[config.mk]
export PLATFORM = sky130hd
export DESIGN_NAME = safety_island_isolate_ctrl_flat
export DESIGN_NICKNAME = d
export VERILOG_FILES = /design/src/rtl/safety_island_pkg.sv /design/src/rtl/safety_island_isolate_ctrl_if.sv /design/src/rtl/safety_island_phase_timer.sv /design/src/rtl/safety_island_isolate_ctrl.sv /design/src/flat_wrapper.sv
export SDC_FILE = /design/constraint.sdc
export NUM_CORES = 1
export LEC_CHECK = 0
export ABC_AREA = 1
export BUFFER_PORTS_ARGS = -buffer_cell sky130_fd_sc_hd__buf_4
export CAP_MARGIN = 10
export CORE_ASPECT_RATIO = 0.8
export CORE_MARGIN = 3
export CORE_UTILIZATION = 56
export CTS_CLUSTER_DIAMETER = 40
export DETAILED_ROUTE_END_ITERATION = 7
export GPL_ROUTABILITY_DRIVEN = 0
export GPL_TIMING_DRIVEN = 0
export PLACE_DENSITY = 0.85
export SKIP_CTS_REPAIR_TIMING = 1
export SLEW_MARGIN = 25
export SYNTH_ARGS = -nofsm -noshare
export SYNTH_HDL_FRONTEND = slang
export SYNTH_SLANG_ARGS = --single-unit
[constraint.sdc]
create_clock -name clk_i -period 1.8 [get_ports clk_i]
set_input_delay 0.18 -clock clk_i [delete_from_list [all_inputs] [get_ports clk_i]]
set_output_delay 0.18 -clock clk_i [all_outputs]
set_load 0.01 [all_outputs]
[src/rtl/safety_island_pkg.sv]
// Shared types and constants for the safety island isolation sequencer.
package safety_island_pkg;

    localparam int unsigned IsolateTimeoutDefault = 32'd1024;

    typedef enum logic [2:0] {
        ST_CONNECTED = 3'd0,
        ST_ISOLATING = 3'd1,
        ST_ISOLATED  = 3'd2,
        ST_RELEASING = 3'd3,
        ST_TIMEOUT   = 3'd4
    } isolate_state_e;

    // TIMEOUT and any unknown encoding keep the bus isolated (fail-safe).
    function automatic logic drives_isolate(input isolate_state_e s);
        case (s)
            ST_CONNECTED, ST_RELEASING: return 1'b0;
            default:                    return 1'b1;
        endcase
    endfunction

    function automatic logic is_busy(input isolate_state_e s);
        case (s)
            ST_ISOLATING, ST_RELEASING: return 1'b1;
            default:                    return 1'b0;
        endcase
    endfunction

endpackage

[src/rtl/safety_island_isolate_ctrl_if.sv]
// Request/status and wrapper-handshake bundle of the isolation sequencer.
interface safety_island_isolate_ctrl_if;
    logic       sw_isolate_i;
    logic       hw_fault_i;
    logic       clear_i;
    logic       isolated_i;
    logic       isolate_o;
    logic       isolated_o;
    logic       busy_o;
    logic       error_o;
    logic [2:0] state_o;
    logic       done_irq_o;
    logic       err_irq_o;

    modport slave (
        input  sw_isolate_i, hw_fault_i, clear_i, isolated_i,
        output isolate_o, isolated_o, busy_o, error_o, state_o, done_irq_o, err_irq_o
    );

    modport master (
        output sw_isolate_i, hw_fault_i, clear_i, isolated_i,
        input  isolate_o, isolated_o, busy_o, error_o, state_o, done_irq_o, err_irq_o
    );
endinterface

[src/rtl/safety_island_phase_timer.sv]
// Saturating phase counter; expired_o flags the last allowed cycle of a phase.
module safety_island_phase_timer #(
    parameter int unsigned TimeoutCycles = 32'd1024,
    parameter int unsigned CntWidth      = $clog2(TimeoutCycles)
) (
    input  logic clk_i,
    input  logic rst_i,
    input  logic clr_i,
    input  logic en_i,
    output logic expired_o
);

    localparam logic [CntWidth-1:0] LastCnt = CntWidth'(TimeoutCycles - 32'd1);

    logic [CntWidth-1:0] cnt_r;

    // Count enabled cycles, holding at the last value until cleared.
    always_ff @(posedge clk_i or posedge rst_i) begin
        if (rst_i) begin
            cnt_r <= {CntWidth{1'b0}};
        end else if (clr_i) begin
            cnt_r <= {CntWidth{1'b0}};
        end else if (en_i && (cnt_r != LastCnt)) begin
            cnt_r <= cnt_r + CntWidth'(1);
        end else begin
            cnt_r <= cnt_r;
        end
    end

    assign expired_o = (cnt_r == LastCnt);

endmodule

[src/rtl/safety_island_isolate_ctrl.sv]
// Sequences the safety island AXI isolate/release handshake with per-phase timeout.
module safety_island_isolate_ctrl
    import safety_island_pkg::*;
#(
    parameter int unsigned TimeoutCycles = IsolateTimeoutDefault,
    parameter int unsigned CntWidth      = $clog2(TimeoutCycles),
    parameter logic        ResetIsolated = 1'b0
) (
    input  logic                         clk_i,
    input  logic                         rst_i,
    safety_island_isolate_ctrl_if.slave  bus
);

    localparam isolate_state_e ResetState = ResetIsolated ? ST_ISOLATING : ST_CONNECTED;

    isolate_state_e state_r;
    isolate_state_e next_state_s;
    logic           fault_r;
    logic           fault_next_s;
    logic           req_s;
    logic           req_after_clear_s;
    logic           expired_s;
    logic           phase_clr_s;
    logic           phase_en_s;
    logic           isolate_r;
    logic           isolated_r;
    logic           busy_r;
    logic           error_r;
    logic           done_irq_r;
    logic           err_irq_r;

    // Sticky fault latch input: a new fault always beats a clear.
    always_comb begin
        fault_next_s = fault_r;
        if (bus.hw_fault_i) begin
            fault_next_s = 1'b1;
        end else if (bus.clear_i) begin
            fault_next_s = 1'b0;
        end else begin
            fault_next_s = fault_r;
        end
    end

    assign req_s             = bus.sw_isolate_i | fault_r;
    assign req_after_clear_s = bus.sw_isolate_i | fault_next_s;

    // Next-state selection; an unexpected drop of isolated_i while isolated is an error.
    always_comb begin
        next_state_s = state_r;
        case (state_r)
            ST_CONNECTED: begin
                if (req_s) next_state_s = ST_ISOLATING;
                else       next_state_s = ST_CONNECTED;
            end
            ST_ISOLATING: begin
                if (bus.isolated_i)  next_state_s = ST_ISOLATED;
                else if (expired_s)  next_state_s = ST_TIMEOUT;
                else                 next_state_s = ST_ISOLATING;
            end
            ST_ISOLATED: begin
                if (!bus.isolated_i) next_state_s = ST_TIMEOUT;
                else if (!req_s)     next_state_s = ST_RELEASING;
                else                 next_state_s = ST_ISOLATED;
            end
            ST_RELEASING: begin
                if (!bus.isolated_i) next_state_s = ST_CONNECTED;
                else if (expired_s)  next_state_s = ST_TIMEOUT;
                else                 next_state_s = ST_RELEASING;
            end
            ST_TIMEOUT: begin
                if (bus.clear_i) begin
                    if (req_after_clear_s) next_state_s = ST_ISOLATING;
                    else                   next_state_s = ST_RELEASING;
                end else begin
                    next_state_s = ST_TIMEOUT;
                end
            end
            default: next_state_s = ST_TIMEOUT;
        endcase
    end

    assign phase_clr_s = (next_state_s != state_r);
    assign phase_en_s  = is_busy(state_r);

    safety_island_phase_timer #(
        .TimeoutCycles (TimeoutCycles),
        .CntWidth      (CntWidth)
    ) u_phase_timer (
        .clk_i     (clk_i),
        .rst_i     (rst_i),
        .clr_i     (phase_clr_s),
        .en_i      (phase_en_s),
        .expired_o (expired_s)
    );

    // State, fault latch and all outputs are registered from the next state.
    always_ff @(posedge clk_i or posedge rst_i) begin
        if (rst_i) begin
            state_r    <= ResetState;
            fault_r    <= 1'b0;
            isolate_r  <= ResetIsolated;
            isolated_r <= 1'b0;
            busy_r     <= ResetIsolated;
            error_r    <= 1'b0;
            done_irq_r <= 1'b0;
            err_irq_r  <= 1'b0;
        end else begin
            state_r    <= next_state_s;
            fault_r    <= fault_next_s;
            isolate_r  <= drives_isolate(next_state_s);
            isolated_r <= (next_state_s == ST_ISOLATED);
            busy_r     <= is_busy(next_state_s);
            error_r    <= (next_state_s == ST_TIMEOUT);
            done_irq_r <= ((state_r == ST_ISOLATING) && (next_state_s == ST_ISOLATED)) ||
                          ((state_r == ST_RELEASING) && (next_state_s == ST_CONNECTED));
            err_irq_r  <= (next_state_s == ST_TIMEOUT) && (state_r != ST_TIMEOUT);
        end
    end

    assign bus.isolate_o  = isolate_r;
    assign bus.isolated_o = isolated_r;
    assign bus.busy_o     = busy_r;
    assign bus.error_o    = error_r;
    assign bus.state_o    = state_r;
    assign bus.done_irq_o = done_irq_r;
    assign bus.err_irq_o  = err_irq_r;

endmodule

[src/flat_wrapper.sv]
// flat-port wrapper written by rule: the top's interface ports become plain ports
module safety_island_isolate_ctrl_flat import safety_island_pkg::*;
#(
    parameter int unsigned TimeoutCycles = IsolateTimeoutDefault,
    parameter int unsigned CntWidth      = $clog2(TimeoutCycles),
    parameter logic        ResetIsolated = 1'b0
)
  (clk_i, rst_i, bus_sw_isolate_i, bus_hw_fault_i, bus_clear_i, bus_isolated_i, bus_isolate_o, bus_isolated_o, bus_busy_o, bus_error_o, bus_state_o, bus_done_irq_o, bus_err_irq_o);
  safety_island_isolate_ctrl_if bus_i ();
  input  logic clk_i;
  input  logic rst_i;
  input wire logic [$bits(bus_i.sw_isolate_i)-1:0] bus_sw_isolate_i;
  input wire logic [$bits(bus_i.hw_fault_i)-1:0] bus_hw_fault_i;
  input wire logic [$bits(bus_i.clear_i)-1:0] bus_clear_i;
  input wire logic [$bits(bus_i.isolated_i)-1:0] bus_isolated_i;
  output wire logic [$bits(bus_i.isolate_o)-1:0] bus_isolate_o;
  output wire logic [$bits(bus_i.isolated_o)-1:0] bus_isolated_o;
  output wire logic [$bits(bus_i.busy_o)-1:0] bus_busy_o;
  output wire logic [$bits(bus_i.error_o)-1:0] bus_error_o;
  output wire logic [$bits(bus_i.state_o)-1:0] bus_state_o;
  output wire logic [$bits(bus_i.done_irq_o)-1:0] bus_done_irq_o;
  output wire logic [$bits(bus_i.err_irq_o)-1:0] bus_err_irq_o;
  assign bus_i.sw_isolate_i = bus_sw_isolate_i;
  assign bus_i.hw_fault_i = bus_hw_fault_i;
  assign bus_i.clear_i = bus_clear_i;
  assign bus_i.isolated_i = bus_isolated_i;
  assign bus_isolate_o = bus_i.isolate_o;
  assign bus_isolated_o = bus_i.isolated_o;
  assign bus_busy_o = bus_i.busy_o;
  assign bus_error_o = bus_i.error_o;
  assign bus_state_o = bus_i.state_o;
  assign bus_done_irq_o = bus_i.done_irq_o;
  assign bus_err_irq_o = bus_i.err_irq_o;
  safety_island_isolate_ctrl #(.TimeoutCycles(TimeoutCycles), .CntWidth(CntWidth), .ResetIsolated(ResetIsolated)) u_core (.clk_i(clk_i), .rst_i(rst_i), .bus(bus_i));
endmodule
**After elaboration in Yosys (flattened, before gate mapping)**

Cells that the tools add are included.
W data, S select, Z words.

- Bitwise operators: 2
- Add/subtract/negate cells: 1
- Reductions and logical operators: 11
- Eq/ne operators: 12
- Muxes and demuxes: 17

Operators by type and width:

| kind | number |
|---|---|
| $mux W10 | 2 |
| $mux W3 | 6 |
| $pmux W3 S5 | 1 |
| $eq A3 B2 Y1 const B | 4 |
| $add A10 B1 Y10 const B | 1 |
| $eq A10 B10 Y1 const B | 1 |
| $ne A10 B10 Y1 const B | 1 |
| $mux W1 | 7 |
| $eq A3 B1 Y1 const B | 2 |
| $eq A3 B3 Y1 const B | 2 |
| $logic_not A3 Y1 | 2 |
| $reduce_or A2 Y1 | 3 |
| $logic_and A1 B1 Y1 | 4 |
| $ne A3 B3 Y1 | 1 |
| $ne A3 B3 Y1 const B | 1 |
| $mux W2 | 1 |
| $or A1 B1 Y1 | 2 |
| $reduce_bool A2 Y1 | 1 |
| $logic_or A1 B1 Y1 | 1 |

- Bits of input ports: 6
- Logic and storage cells: 52
- Bits in registers: 20
- Output and inout port bits: 9

**Logic depth before layout (Yosys ltp)**

Gate-level depths: netlist of the first run.

- Depth in word-level cells: 9
- Gate-level depth with buffers: 11
- Mapped depth without buffers: 11

**Modules after synthesis**

Synthesis of the first run repeated with hierarchy kept, for this count alone.

- Cells, all modules: 177
- Area, all modules: 1276.2 µm²

By module, submodules not included:

| module | cells an instance | sequential area each (µm²) | instances | area an instance (µm²) |
|---|---|---|---|---|
| safety_island_phase_timer | 92 | 250.2 | 1 | 659.4 |
| safety_island_isolate_ctrl | 85 | 250.2 | 1 | 616.8 |

**Worst setup path after synthesis of the first run**

Ideal clock, no wire load.

- Kind: flip-flop to flip-flop
- Start point: register u_core.u_phase_timer.cnt_r[0]
- End point: register u_core.u_phase_timer.cnt_r[4]
- Clock period less this slack: 1.458 ns
- Stages on the path, launching flop included: 11
- Required time: 1.678 ns
- Library setup time: 0.122 ns
- Path buffers: 0
- Data arrival time: 1.335 ns
- Path slack: 0.342 ns
- Cells stage by stage: dfrtp_1 -> ha_1 -> inv_1 -> nor2_1 -> nand3_2 -> nand2_4 -> nand3_4 -> nand2_1 -> nand2_4 -> nand2_8 -> nor2_2

- Cells in the longest elaborated chain, start to end: 6
- Elaborated cells on any way between the ends: 13
- Classes of those cells: add/sub: 1; eq/ne: 3; mux: 7; reduce/logical: 2

Ends and longest elaborated chain:

| element | line | text |
|---|---|---|
| from (decl) | safety_island_phase_timer.sv:15 | `logic [CntWidth-1:0] cnt_r;` |
| from (signal assigned) | safety_island_phase_timer.sv:20 | `cnt_r <= {CntWidth{1'b0}};` |
| from (signal assigned) | safety_island_phase_timer.sv:22 | `cnt_r <= {CntWidth{1'b0}};` |
| from (signal assigned) | safety_island_phase_timer.sv:24 | `cnt_r <= cnt_r + CntWidth'(1);` |
| $eq A10 B10 Y1 (*) | safety_island_phase_timer.sv:30 | `assign expired_o = (cnt_r == LastCnt);` |
| $mux W3, on equally long branches | safety_island_isolate_ctrl.sv:67, safety_island_isolate_ctrl.sv:57 |  |
| $mux W3, on equally long branches | safety_island_isolate_ctrl.sv:66, safety_island_isolate_ctrl.sv:56 |  |
| $pmux W3 S5 (*) | safety_island_isolate_ctrl.sv:50 | `case (state_r)` |
| via u_core.next_state_s[0] | safety_island_isolate_ctrl.sv:17 | `isolate_state_e next_state_s;` |
| $ne A3 B3 Y1 (*) | safety_island_isolate_ctrl.sv:82 | `assign phase_clr_s = (next_state_s != state_r);` |
| $mux W10 / $reduce_bool A2 Y1 (equally long branches) | -- |  |

Mark *: on every way through the listed nets, which the timed path passes. The rest lies on a longest branch. The select of a mux whose other input is x is not followed.
A chain may end at the register's enable or synchronous reset.

**Worst setup path in the final report of the first run**

- Start point: register u_core.u_phase_timer.cnt_r[0]
- End point: register u_core.u_phase_timer.cnt_r[0]

The elaborated chain is that of the path after synthesis.

==> results.md, run 1 <==
* Antenna diode count at 0
* Top cell type's share of synthesized area at 42.0%
* Gr ovfl total at 0
* Part of the Yosys area used for sequential elements at 42.0%
* Fin worst setup slack at about 130 ps
* Sum of negative setup slack at 0 ps
* Final period util at 93.1%
* Final cell utilization of the core at about 70%
* Syn_nets at between 150 and 200
* Violations in the final reports: negative hold slack
* Run status: complete, but fails checks
* Setup repair after global routing missed its margin: no
* Combined area of all synthesized cells at 0.00119 sq mm
* Clock latency of the later-clocked register in the worst-skew pair at approximately 300 ps
* Die Y-Extent at 47.3 um
* Placement row count at 14
* Post-layout nets at 178
* Average size of a mapped cell at 7.84 sq um
* CP startpoint kind: flip-flop
* Post-synthesis sequential element count at 20
* Hold violation total from the final report at 20
* Max_cap viols at 0
* Pin count of the biggest net entering global routing at 21
* Total wirelength of the detailed-routed design at 2.24 mm
* Tightest Pin Transition at 723 ps
* Most used cell along the critical path: sky130_fd_sc_hd__nand2_4
* Total Power at 1.88 mW
* Arrival time reported for the critical path endpoint at around 1900 ps
* Total power per unit cell area at 1380 mW/mm^2
* Yosys warning total at 0
* HPWL Detailed at 1.79 mm
* Die footprint at 0.00272 sq mm
* Number of top-level pins at 15
* Clock buffer count from CTS at 3
* Number of input and output port buffers inserted at 14
* Initial drt markers at 17
* Setup Viol. Count Final at 0
* Critical path capture point type: flip-flop
* Overall global routing resource usage at 18.2%
* Critical path type: reg -> reg
* Global-route wire length before repair at 3.68 mm
* Pins over their slew limit at 0
* R2r setup slk at 130 ps
* Die X-Extent at 57.6 um
* Worst hold slack at -7.75 ps
* Area of the core region at 0.00194 sq mm
* Number of vias after detailed routing at between 900 and 1000
* Sequence of cells on the critical path: ha_1 > inv_1 > nor2_1 > nand3_2 > nand2_4 > nand3_4 > nand2_1 > nand2_4 > nand2_8 > nor2_2
* Cell type contributing the most total cell area after synthesis: sky130_fd_sc_hd__dfrtp_1
* Synth unique cells at 24
* Root Buffer: sky130_fd_sc_hd__clkbuf_4
* Clock edge transition at the registers on the reported setup and hold paths at between 100 and 150 ps
* Detail Route Antenna Nets at 0
* CTS tree: yes
* Share of post-route cells with drive strength above 1 at 26.5%
* DRC violations left at 0
* Fmax at 0.597 GHz
* Vias in the first global route at 837
* Detailed-router iteration count before antenna repair at 4
* Maximum clock path buffer count at 2
* Cells after synthesis at roughly 150
* Cell types with the largest area share after synthesis: sky130_fd_sc_hd__dfrtp_1 (42%), sky130_fd_sc_hd__nand2_1 (11%), sky130_fd_sc_hd__inv_1 (7.2%), sky130_fd_sc_hd__nand3_1 (6.3%), sky130_fd_sc_hd__nor2_2 (6.3%)
* CP peak stage delay at ~400 ps
* Worst voltage drop across the vdd grid at 0.00126 V
* Number of antenna violations at the first check in global routing at 0
* Static power due to leakage at 0.664 nW
* Cell with the largest stage delay on the worst path: sky130_fd_sc_hd__dfrtp_1
* Worst min path class: in -> async
* Slew HR at 51.7%
* Count of H-tree levels built during CTS at 1
* Area growth, synth to finish at 14.8%
* Sink count of the clock tree at 20
* Final clock skew at 2.36 ps
* Maximum fanout along the worst path at 10
* Final Critical Period at 1670 ps
* Per-cell routed wire length at 11.5 um
* Data required time of the critical path at 2000 ps
* Via/cell ratio at a little over 5
* Placement Setup Slack at 132 ps
* Starting density of the core at roughly three fifths
-- per-layer routing --
layer / GRT usage (%) / vias up / share of wire, % / wire, um
met3: 5.77 / 7 / 6.2 / 138
met4: 6.02 / 0 / 1.6 / 36
met2: 28.2 / 29 / 45 / 998
li1: - / 505 / - / -
met1: 24.6 / 442 / 47 / 1060
met5: 0 / - / 0 / 0
-- cell usage after synthesis --
cell	n
sky130_fd_sc_hd__inv_2	1
sky130_fd_sc_hd__nand3_2	1
sky130_fd_sc_hd__nand3_4	1
sky130_fd_sc_hd__nor2_1	15
sky130_fd_sc_hd__ha_1	1
sky130_fd_sc_hd__nand2_1	35
sky130_fd_sc_hd__dfrtp_1	20
sky130_fd_sc_hd__xnor2_1	1
sky130_fd_sc_hd__a21boi_0	1
sky130_fd_sc_hd__nand3_1	15
sky130_fd_sc_hd__nand2_2	3
sky130_fd_sc_hd__nand3b_1	1
sky130_fd_sc_hd__inv_1	23
sky130_fd_sc_hd__o21bai_1	1
sky130_fd_sc_hd__nand2_4	3
sky130_fd_sc_hd__nor2_2	12
sky130_fd_sc_hd__and2_1	1
sky130_fd_sc_hd__nand4_1	2
sky130_fd_sc_hd__xor2_1	3
sky130_fd_sc_hd__o21ai_0	3
sky130_fd_sc_hd__nor2_4	3
sky130_fd_sc_hd__nor3_1	2
sky130_fd_sc_hd__a21oi_1	3
sky130_fd_sc_hd__nand2_8	1
-- worst max-delay path, delay by kind of cell, from the launching register on --
family	cells	cell delay, ps
buffers and inverters	1	70
DFF	1	400
adders and majority gates	1	190
and+or+nand+nor	8	900
-- final cells by class --
| cell class | count | area [sq um] |
|---|---|---|
| timing repair buffer | 14 | 105 |
| clock buffer | 4 | 36.3 |
| tap | 24 | 30.0 |
| multi-input combinational | 108 | 606 |
| sequential | 20 | 500 |
| inverter | 24 | 90.1 |
| fill | 150 | 577 |
-- sequential cells by signal (all words and copies together) (netlist names) --
name                        count
u_core.bus.err_irq_o            1
u_core.fault_r                  1
u_core.bus.isolated_o           1
u_core.bus.error_o              1
u_core.bus.state_o              3
u_core.bus.busy_o               1
u_core.u_phase_timer.cnt_r     10
u_core.bus.isolate_o            1
u_core.bus.done_irq_o           1
-- cell families after synthesis --
kind of cell	synth area share (%)
DFF	42.0
buffers and inverters	7.56
adders and majority gates	1.05
xor gates and xnor gates	2.94
AOI/OAI and AO/OA	3.78
and+or+nand+nor	42.6
-- stage by stage --
step                cell area (sq um)  hold slack [ps]  instances
global route                     1370             32.6        194
CTS                              1360             14.9        194
finish                           1370            -7.75        194
global placement                 1330              332        190
floorplan                        1190              144        152
detailed placement               1330              345        190
-- layout by cell type, fill, tap and decap left out, types with 2 or more instances in the layout --
cell	synthesis	layout
sky130_fd_sc_hd__buf_4	0	14
sky130_fd_sc_hd__dfrtp_1	20	20
sky130_fd_sc_hd__o21ai_0	3	3
sky130_fd_sc_hd__nand4_1	2	2
sky130_fd_sc_hd__inv_1	23	23
sky130_fd_sc_hd__clkbuf_4	0	3
sky130_fd_sc_hd__xor2_1	3	3
sky130_fd_sc_hd__nor2_2	12	13
sky130_fd_sc_hd__nand3_1	15	15
sky130_fd_sc_hd__nand2_1	35	34
sky130_fd_sc_hd__a21oi_1	3	3
sky130_fd_sc_hd__nor3_1	2	2
sky130_fd_sc_hd__nand2_2	3	4
sky130_fd_sc_hd__nor2_4	3	3
sky130_fd_sc_hd__nand2_4	3	3
sky130_fd_sc_hd__nor2_1	15	14
-- power by group --
group	leakage [nW]	internal, mW	total (mW)	switching (mW)
Clock	0.0210	0.123	0.255	0.132
Sequential	0.263	0.552	0.641	0.0880
Combinational	0.380	0.350	0.987	0.637
-- final timing paths --
kind                                                                start                                        end  depth (start not counted)
worst max-delay path            u_core.u_phase_timer.cnt_r[0]$_DFFE_PP0P_  u_core.u_phase_timer.cnt_r[0]$_DFFE_PP0P_                         10
worst max register to register  u_core.u_phase_timer.cnt_r[0]$_DFFE_PP0P_  u_core.u_phase_timer.cnt_r[0]$_DFFE_PP0P_                         10
max in group asynchronous                                           rst_i  u_core.u_phase_timer.cnt_r[4]$_DFFE_PP0P_                          2
min in group clk_i                                         bus_hw_fault_i                   u_core.fault_r$_DFF_PP0_                          3
worst min register to register                   u_core.fault_r$_DFF_PP0_                   u_core.fault_r$_DFF_PP0_                          2
worst min-delay path                                                rst_i            u_core.bus.done_irq_o$_DFF_PP0_                          2
Power figures use the tool's default switching activity.
==> inputs of run 2 (changes only) <==
Settings changed: PLACE_DENSITY 0.85 to 0.88.
==> run 2 against run 1 <==
  * Hold slack worse by 6.3 ps
  * Non-clock buffer count up 3
  * Highest routed layer unchanged
  * Routed wire length up 11%
  * The run still ends with negative hold slack left
  * Clock skew up 4.1 ps
  * Largest power group unchanged
  * First-iteration DRC count rose to 3.3 times the previous value
  * Critical path depth down 1
==> results.md, run 2 (synthesis results as in run 1) <==
* Run status: complete, but fails checks (unchanged)
* Violations in the final reports: negative hold slack (unchanged)
* Worst voltage drop across the vdd grid at 0.00133 V (was 0.00126 V)
* Sink count of the clock tree at 20 (unchanged)
* Fmax at 0.582 GHz (was 0.597 GHz)
* Final Critical Period at 1720 ps (was 1670 ps)
* Number of top-level pins at 15 (unchanged)
* Antenna diode count at 0 (unchanged)
* Count of H-tree levels built during CTS at 1 (unchanged)
* Data required time of the critical path at 2040 ps (was 2000 ps)
* Number of fill cells in the layout at 145 (was 150)
* Placement row count at 14 (unchanged)
* Overall global routing resource usage at 19.4% (was 18.2%)
* Share of post-route cells with drive strength above 1 at 28.9% (was 26.5%)
* Die X-Extent at 57.6 um (unchanged)
* Setup Viol. Count Final at 0 (unchanged)
* Per-cell routed wire length at 12.6 um (was 11.5 um)
* Initial drt markers at 56 (was 17)
* Final period util at 95.4% (was 93.1%)
* Most used cells in the layout excluding fill and tap cells: sky130_fd_sc_hd__nand2_1 (33), sky130_fd_sc_hd__inv_1 (23), sky130_fd_sc_hd__dfrtp_1 (20) (was sky130_fd_sc_hd__nand2_1 (34), sky130_fd_sc_hd__inv_1 (23), sky130_fd_sc_hd__dfrtp_1 (20))
* Final clock skew at 6.42 ps (was 2.36 ps)
* Final cell utilization of the core at 71.8% (was 70.3%)
* Global-route track usage on met1 at 25.1% (was 24.6%)
* Die footprint at 0.00272 sq mm (unchanged)
* Most congested layer reported by global routing: met2 (unchanged)
* Arrival time reported for the critical path endpoint at 1950 ps (was 1870 ps)
* Slew HR at 52.1% (was 51.7%)
* Area growth, synth to finish at 17.1% (was 14.8%)
* CTS tree: yes (unchanged)
* Total wirelength of the detailed-routed design at 2.48 mm (was 2.24 mm)
* Sequence of cells on the critical path: ha_1 > inv_1 > nor2_1 > nand3_2 > nand2_4 > nand4_1 > nand2_4 > nand2_8 > nor2_2 (was ha_1 > inv_1 > nor2_1 > nand3_2 > nand2_4 > nand3_4 > nand2_1 > nand2_4 > nand2_8 > nor2_2)
* Die Y-Extent at 47.3 um (unchanged)
* Tightest Pin Transition at 717 ps (was 723 ps)
* Clock buffer count from CTS at 3 (unchanged)
* Detailed-router iteration count before antenna repair at 5 (was 4)
* Hold violation total from the final report at 20 (unchanged)
* Most used cell along the critical path: sky130_fd_sc_hd__nand2_4 (unchanged)
* Static power due to leakage at 0.679 nW (was 0.664 nW)
* DRC violations left at 0 (unchanged)
* Top register by number of flip-flops: u_core.u_phase_timer.cnt_r (unchanged)
* Post-layout nets at 181 (was 178)
* HPWL Detailed at 1.97 mm (was 1.79 mm)
* Met2 usage in global routing at 32.0% (was 28.2%)
* Critical path type: reg -> reg (unchanged)
* Number of vias after detailed routing at 1057 (was 983)
* Gr ovfl total at 0 (unchanged)
* Most common cell after layout, fill and taps aside: sky130_fd_sc_hd__nand2_1 (unchanged)
* Maximum fanout along the worst path at 10 (unchanged)
* Instance count on the critical path at 9 (was 10)
* Starting density of the core at 61.3% (unchanged)
* Worst min path class: in -> async (unchanged)
* Max_cap viols at 0 (unchanged)
* Maximum clock path buffer count at 2 (unchanged)
* Sum of negative setup slack at 0 ps (unchanged)
* Global-route wire length before repair at 3.97 mm (was 3.68 mm)
* Clock edge transition at the registers on the reported setup and hold paths at 100 ps (was 110 ps)
* Worst hold slack at -14.0 ps (was -7.75 ps)
* Buffers plus inverters on the worst setup path at 1 (unchanged)
* Pins over their slew limit at 0 (unchanged)
* Detail Route Antenna Nets at 0 (unchanged)
* Cell with the largest stage delay on the worst path: sky130_fd_sc_hd__dfrtp_1 (unchanged)
* Number of input and output port buffers inserted at 14 (unchanged)
* Kind of cell with the highest combined delay on the critical path: simple AND/OR/NAND/NOR gates (unchanged)
* Root Buffer: sky130_fd_sc_hd__clkbuf_4 (unchanged)
* CP peak stage delay at 400 ps (about the same)
* Global-route met3 utilization at 6.32% (was 5.77%)
* Pin count of the biggest net entering global routing at 21 (unchanged)
* Critical path capture point type: flip-flop (unchanged)
* Vias in the first global route at 919 (was 837)
* Number of antenna violations at the first check in global routing at 0 (unchanged)
* Total Power at 1.92 mW (was 1.88 mW)
* CP startpoint kind: flip-flop (unchanged)
* Max reg flops at 10 (unchanged)
* Clock latency of the later-clocked register in the worst-skew pair at 300 ps (about the same)
* Total power per unit cell area at 1380 mW/mm^2 (about the same)
* Register-to-Register Path Depth at 9 (was 10)
* Via/cell ratio at 5.37 (was 5.07)
* Area of the core region at 0.00194 sq mm (unchanged)
[run 2: cell types whose count changed in the layout (fill, tap and decap cells not counted), sizes merged]
cell | previous run | this run
buf | 14 | 17
[run 2: final timing paths]
check	start	to	slack [ps]
setup / recovery	u_core.u_phase_timer.cnt_r[0]$_DFFE_PP0P_	u_core.u_phase_timer.cnt_r[6]$_DFFE_PP0P_	80
hold / removal	rst_i	u_core.u_phase_timer.cnt_r[7]$_DFFE_PP0P_	-10
setup reg to reg	u_core.u_phase_timer.cnt_r[0]$_DFFE_PP0P_	u_core.u_phase_timer.cnt_r[6]$_DFFE_PP0P_	80
hold reg to reg	u_core.fault_r$_DFF_PP0_	u_core.fault_r$_DFF_PP0_	510
max in group asynchronous	rst_i	u_core.fault_r$_DFF_PP0_	1360
min in group clk_i	bus_hw_fault_i	u_core.fault_r$_DFF_PP0_	80
[run 2: routing by layer]
layer / up-vias / wire length, um
met2: 55 / 1180
met1: 484 / 1060
met3: 6 / 216
met5: - / 0
met4: 0 / 28
li1: 512 / -
[run 2: final cells by class]
| type | instances | area [sq um] | share of cell area (%) |
|---|---|---|---|
| multi-input cells | 108 | 611 | 43.8 |
| flip-flops and latches | 20 | 500 | 35.9 |
| repair buffers | 17 | 128 | 9.15 |
| inverters | 24 | 90.1 | 6.46 |
| clock buffers | 4 | 36.3 | 2.60 |
| well taps | 24 | 30.0 | 2.15 |
[run 2: power breakdown]
| group | leakage, nW | switching, mW | internal [mW] |
|---|---|---|---|
| Clock | 0.0210 | 0.130 | 0.124 |
| Sequential | 0.263 | 0.0924 | 0.552 |
| Combinational | 0.396 | 0.663 | 0.362 |
| Total | 0.679 | 0.885 | 1.04 |
[run 2: through the flow]
stage	instance area (sq um)	instances	worst slack (ps)	hold slack, ps
floorplan	1190	152	342	144
global placement	1330	190	225	332
detailed placement	1330	190	66.5	358
CTS	1360	194	44.5	14.2
global route	1400	197	-17.0	39.9
finish	1400	197	83.1	-14.0
